[src/rtl/mem_arbiter.sv]
// rtl/mem_arbiter.sv - two-port round-robin arbiter for the shared 32x8 program/data memory
//
// Purpose: shares one single-port memory between the CPU core (port 0) and the
// loader/debug port (port 1). Every access is a fixed three-cycle transaction:
// IDLE (arbitrate) -> ACCESS (strobe) -> CAPTURE (read data) -> IDLE (ack).
//
// Ports:
//   clk, rst                 clock, synchronous active-low reset
//   pN_req/we/addr/wdata     per-port request, held stable until the ack cycle
//   pN_ack                   one-cycle registered completion pulse
//   rdata                    read data, valid while the addressed port's ack is high
//   p1_lock                  loader burst lock (only with MEM_ARB_LOCK_EN)
//   cpu_stall                high while port 0 waits for its ack
//   mem_rd/mem_wr            registered memory strobes, high for the ACCESS cycle
//   mem_addr/mem_wdata       registered address/write data of the winning port
//   mem_rdata                memory read data, valid the cycle after mem_rd
//
// Optional feature: define MEM_ARB_LOCK_EN to let port 1 hold the memory for a
// burst while p1_lock is high.
module mem_arbiter #(
  parameter int AW = 5,
  parameter int DW = 8
) (
  input  logic          clk,
  input  logic          rst,
  input  logic          p0_req,
  input  logic          p0_we,
  input  logic [AW-1:0] p0_addr,
  input  logic [DW-1:0] p0_wdata,
  input  logic          p1_req,
  input  logic          p1_we,
  input  logic [AW-1:0] p1_addr,
  input  logic [DW-1:0] p1_wdata,
  input  logic          p1_lock,
  output logic          p0_ack,
  output logic          p1_ack,
  output logic [DW-1:0] rdata,
  output logic          cpu_stall,
  output logic          mem_rd,
  output logic          mem_wr,
  output logic [AW-1:0] mem_addr,
  output logic [DW-1:0] mem_wdata,
  input  logic [DW-1:0] mem_rdata
);

  typedef enum logic [1:0] {IDLE, ACCESS, CAPTURE} state_e;

  state_e          state_q, state_d;
  logic            last_gnt_q, last_gnt_d;
  logic            gnt_q, gnt_d;       // winner of the transaction in flight
  logic            we_q, we_d;         // in-flight transaction is a write
  logic            mem_rd_q, mem_rd_d;
  logic            mem_wr_q, mem_wr_d;
  logic [AW-1:0]   mem_addr_q, mem_addr_d;
  logic [DW-1:0]   mem_wdata_q, mem_wdata_d;
  logic [DW-1:0]   rdata_q, rdata_d;
  logic            p0_ack_q, p0_ack_d;
  logic            p1_ack_q, p1_ack_d;

  logic            p0_eff, p1_eff;
  logic            grant;
  logic            winner;

  // A request is not counted in the cycle its ack is high; a held request
  // is therefore picked up at the first IDLE after the ack cycle.
  assign p0_eff = p0_req & ~p0_ack_q;
  assign p1_eff = p1_req & ~p1_ack_q;

`ifndef MEM_ARB_LOCK_EN
  logic unused_lock;
  assign unused_lock = p1_lock;
`endif

  always_comb begin
    grant  = 1'b0;
    winner = 1'b0;
`ifdef MEM_ARB_LOCK_EN
    // During a locked burst the loader's own ack cycle must not hand the slot
    // to port 0: nothing is granted then, and the next IDLE re-grants port 1.
    if (last_gnt_q && p1_lock && p1_req) begin
      grant  = p1_eff;
      winner = 1'b1;
    end else
`endif
    if (p0_eff && p1_eff) begin
      grant  = 1'b1;
      winner = ~last_gnt_q;
    end else if (p0_eff) begin
      grant  = 1'b1;
      winner = 1'b0;
    end else if (p1_eff) begin
      grant  = 1'b1;
      winner = 1'b1;
    end
  end

  always_comb begin
    state_d     = state_q;
    last_gnt_d  = last_gnt_q;
    gnt_d       = gnt_q;
    we_d        = we_q;
    mem_rd_d    = 1'b0;
    mem_wr_d    = 1'b0;
    mem_addr_d  = mem_addr_q;
    mem_wdata_d = mem_wdata_q;
    rdata_d     = rdata_q;
    p0_ack_d    = 1'b0;
    p1_ack_d    = 1'b0;
    case (state_q)
      IDLE: begin
        if (grant) begin
          state_d     = ACCESS;
          last_gnt_d  = winner;
          gnt_d       = winner;
          we_d        = winner ? p1_we    : p0_we;
          mem_addr_d  = winner ? p1_addr  : p0_addr;
          mem_wdata_d = winner ? p1_wdata : p0_wdata;
          mem_rd_d    = ~we_d;
          mem_wr_d    = we_d;
        end
      end
      ACCESS: begin
        state_d = CAPTURE;
      end
      CAPTURE: begin
        if (!we_q) begin
          rdata_d = mem_rdata;
        end
        p0_ack_d = ~gnt_q;
        p1_ack_d = gnt_q;
        state_d  = IDLE;
      end
      default: begin
        state_d = IDLE;
      end
    endcase
  end

  always_ff @(posedge clk) begin
    if (!rst) begin
      state_q     <= IDLE;
      last_gnt_q  <= 1'b1;
      gnt_q       <= 1'b0;
      we_q        <= 1'b0;
      mem_rd_q    <= 1'b0;
      mem_wr_q    <= 1'b0;
      mem_addr_q  <= '0;
      mem_wdata_q <= '0;
      rdata_q     <= '0;
      p0_ack_q    <= 1'b0;
      p1_ack_q    <= 1'b0;
    end else begin
      state_q     <= state_d;
      last_gnt_q  <= last_gnt_d;
      gnt_q       <= gnt_d;
      we_q        <= we_d;
      mem_rd_q    <= mem_rd_d;
      mem_wr_q    <= mem_wr_d;
      mem_addr_q  <= mem_addr_d;
      mem_wdata_q <= mem_wdata_d;
      rdata_q     <= rdata_d;
      p0_ack_q    <= p0_ack_d;
      p1_ack_q    <= p1_ack_d;
    end
  end

  assign p0_ack    = p0_ack_q;
  assign p1_ack    = p1_ack_q;
  assign rdata     = rdata_q;
  assign mem_rd    = mem_rd_q;
  assign mem_wr    = mem_wr_q;
  assign mem_addr  = mem_addr_q;
  assign mem_wdata = mem_wdata_q;
  assign cpu_stall = p0_req & ~p0_ack_q;

endmodule
[config.mk]
export PLATFORM = sky130hd
export DESIGN_NAME = mem_arbiter
export DESIGN_NICKNAME = d
export VERILOG_FILES = /design/src/rtl/mem_arbiter.sv
export SDC_FILE = /design/constraint.sdc
export NUM_CORES = 1
export LEC_CHECK = 0
export BUFFER_PORTS_ARGS = -buffer_cell sky130_fd_sc_hd__buf_2
export CORE_UTILIZATION = 46
export DETAILED_ROUTE_END_ITERATION = 10
export PLACE_DENSITY = 0.83
export SYNTH_ARGS = -nofsm -noshare
export SYNTH_HDL_FRONTEND = slang
export SYNTH_SLANG_ARGS = --single-unit
export TNS_END_PERCENT = 50
[constraint.sdc]
create_clock -name clk -period 1.75 [get_ports clk]
set_input_delay 0.0875 -clock clk [delete_from_list [all_inputs] [get_ports clk]]
set_output_delay 0.0875 -clock clk [all_outputs]
set_load 0.05 [all_outputs]
==> metrics <==
Avg WL per Cell=11.4 um; Syn Area/Cell=9.46 um^2; port buffer count=65; CP max stage delay=350 ps; Post-Syn Area=1210 um^2; final antenna-violating net count=0; max_slew headroom=0.741; TritonCTS clock tree=built; DRC viols=0; VDD IR max=0.667 mV; share of cells above drive strength 1=0.399; post-synthesis simple-gate area fraction=0.229; combinational share of power=0.273; outcome=completed; number of library cell types mapped by synthesis=26; Vias=1105; Worst Setup Start Kind=flip-flop; CTS buffer count=5; DRT Wirelength=2530 um; fin crit share=0.778; max_cap viols=0; Mapped Nets=~170; Final Skew=3.03 ps; Compound-Gate Fraction of Synth Area=0.148; post-synthesis adder-cell area fraction=0; clk sinks=30; number of detailed-route iterations in the first pass=4; Psw=0.533 mW; initial core utilization=0.489; Net Sw Frac=0.342; flops & latches, synth=30; Iter 0 DRT Violations=2; GPL Wtd Cong=0.717; global route overflow=0; Min Clock Period, post-route=1360 ps; final core occ=0.631; Final setup viols=0; max-slew violation count=0; register area share after synthesis=0.496; critical path type=flip-flop to flip-flop; CTS clock-pin slew for the worst setup and hold paths=roughly 80 ps; number of post-CTS setup repair buffers=0; Die Wd=53.3 um; PD cells=995 nW/um^2; area growth from synthesis to layout=29.0%; CP max stage cell=dfxtp_1; antenna violations before repair=0; Core Area=2480 um^2; largest family of logic cells by synthesized area=simple AND/OR/NAND/NOR gates; Final Power=between 1.5 and 2 mW; worst setup margin=between 300 and 400 ps; fillcell total=241; Hold WC Path Type=input port to flip-flop; DP Wirelength=1860 um; Die Y=53.3 um; FMAX=0.735 GHz; Synth area leaders=dfxtp_1, nand2_1, mux2i_1; crit-path max FO=14; Post-CTS Hold Buffers=0; Place WS=381 ps; leading area contributor after synthesis=dfxtp_1; standard-cell rows=18; clock buffer depth=2; actual slew at the worst max-slew pin=388 ps; Leak=around 0.75 nW; CP required=1950 ps; Synth Area in XOR/XNOR=0; IO Pins=67; GR Util All Layers=0.192; Register Area=~600 um^2; vias in the first global route=980; htree depth=2; dpl cells=216; worst endpoint data arrival time=1560 ps; Syn. warnings=0; Critical Path, Cell by Cell=nand3b_1, nand2_2, mux2i_1, a21oi_1; clock power share=0.231; Antenna diodes=0; Seq pwr share=0.496; drt via density=a little under 5; post-synthesis mux area share=0.0744; RSZ-0062 raised after global routing=no; pin count of the biggest net entering global routing=33; final net count=234; Post-CTS Resized=0; CP endpoint kind=flip-flop; die area=2840 um^2; Clock Tree Root=clkbuf_4; post-synth top area share=0.496; final cell count without fillers=223; Cell Int Power=1.02 mW; clk_lat worst skew=between 300 and 400 ps; Multi-input gate area=547 um^2; Mapped Cells=between 100 and 150; first-pass GRT wire length=about 3800 um; Fin Setup TNS=0 ps; Final Hold Fails=0
[state kept, by name, summed over array words and instances, names as in the netlist, 2 cells and up]
name,count
rdata,8
mem_addr,5
mem_wdata,8
state_q,2
[synthesized netlist by cell type]
library cell,number
a21boi_1,1
a21oi_1,1
a31oi_1,13
and2_1,2
and2_4,1
and3b_1,1
and4b_1,1
buf_4,3
buf_6,3
clkbuf_1,2
dfxtp_1,30
mux2i_1,9
nand2_1,27
nand2_2,1
nand2b_1,2
nand3_1,1
nand3b_1,1
nor2_1,1
nor2b_1,9
nor2b_2,1
nor2b_4,1
nor3b_2,1
nor4bb_1,1
o21a_4,1
o21ai_0,10
o21ai_1,4
[power by group through the flow]
stage | Combinational, mW | Clock [mW] | Sequential, mW
global route | 0.457 | 0.411 | 0.779
floorplan | 0.167 | 0 | 0.951
detailed placement | 0.428 | 0 | 0.786
CTS | 0.428 | 0.373 | 0.771
global placement | 0.420 | 0 | 0.784
finish | 0.425 | 0.359 | 0.771
[metal layers]
metal / vias to the layer above / GRT usage / wire length, um
li1: 571 / - / -
met1: 477 / 0.197 / 1140
met2: 52 / 0.335 / 1180
met3: 5 / 0.0805 / 176
met4: 0 / 0.0789 / 37
met5: - / 0 / 0
[kinds of logic (layout without fill, tap and decap cells)]
kind of cell,Yosys count,after routing
and+or+nand+nor,51,51
AOI/OAI and AO/OA,30,30
muxes,9,9
buffers and inverters,8,73
DFF,30,30
[per-stage QoR]
stage / area (um^2) / hold slack, ps
after floorplan: 1210 / 226
after global placement: 1520 / 341
after detailed placement: 1520 / 352
after CTS: 1560 / 6.02
after global routing: 1560 / 2.75
final: 1560 / 15.0
[path summary, 6_finish.rpt]
path               startpoint            to  slack (ps)  cells past startpoint
setup / recovery       p0_ack          we_q         390                      4
setup reg to reg       p0_ack          we_q         390                      4
hold / removal    p0_wdata[5]  mem_wdata[5]          10                      3
hold reg to reg         gnt_q        p0_ack         460                      1
[placed cells by master (no fill, tap or decap), drive strengths merged]
| cell type | netlist | layout |
|---|---|---|
| buf | 6 | 66 |
| dfxtp | 30 | 30 |
| nand2 | 28 | 28 |
| o21ai | 14 | 14 |
| a31oi | 13 | 13 |
| nor2b | 11 | 11 |
| mux2i | 9 | 9 |
| clkbuf | 2 | 7 |
| and2 | 3 | 3 |
| nand2b | 2 | 2 |
| nand3b | 1 | 1 |
| nor2 | 1 | 1 |
| o21a | 1 | 1 |
| and3b | 1 | 1 |
| nand3 | 1 | 1 |
| a21boi | 1 | 1 |
| a21oi | 1 | 1 |
| nor3b | 1 | 1 |
| nor4bb | 1 | 1 |
| and4b | 1 | 1 |
[area by class of cell]
cell class	instances	area share
well taps	30	0.0240
flip-flops and latches	30	0.384
multi-input cells	90	0.350
repair buffers	66	0.213
clock buffers	7	0.0288
[worst max-delay path, delay by kind of cell, from the launching register on]
| family | cells | cell delay, ps |
|---|---|---|
| AO/OA/AOI/OAI | 1 | 110 |
| flip-flops | 1 | 350 |
| multiplexers | 1 | 310 |
| AND/OR/NAND/NOR | 2 | 480 |
(Power assumes the default switching activity.)
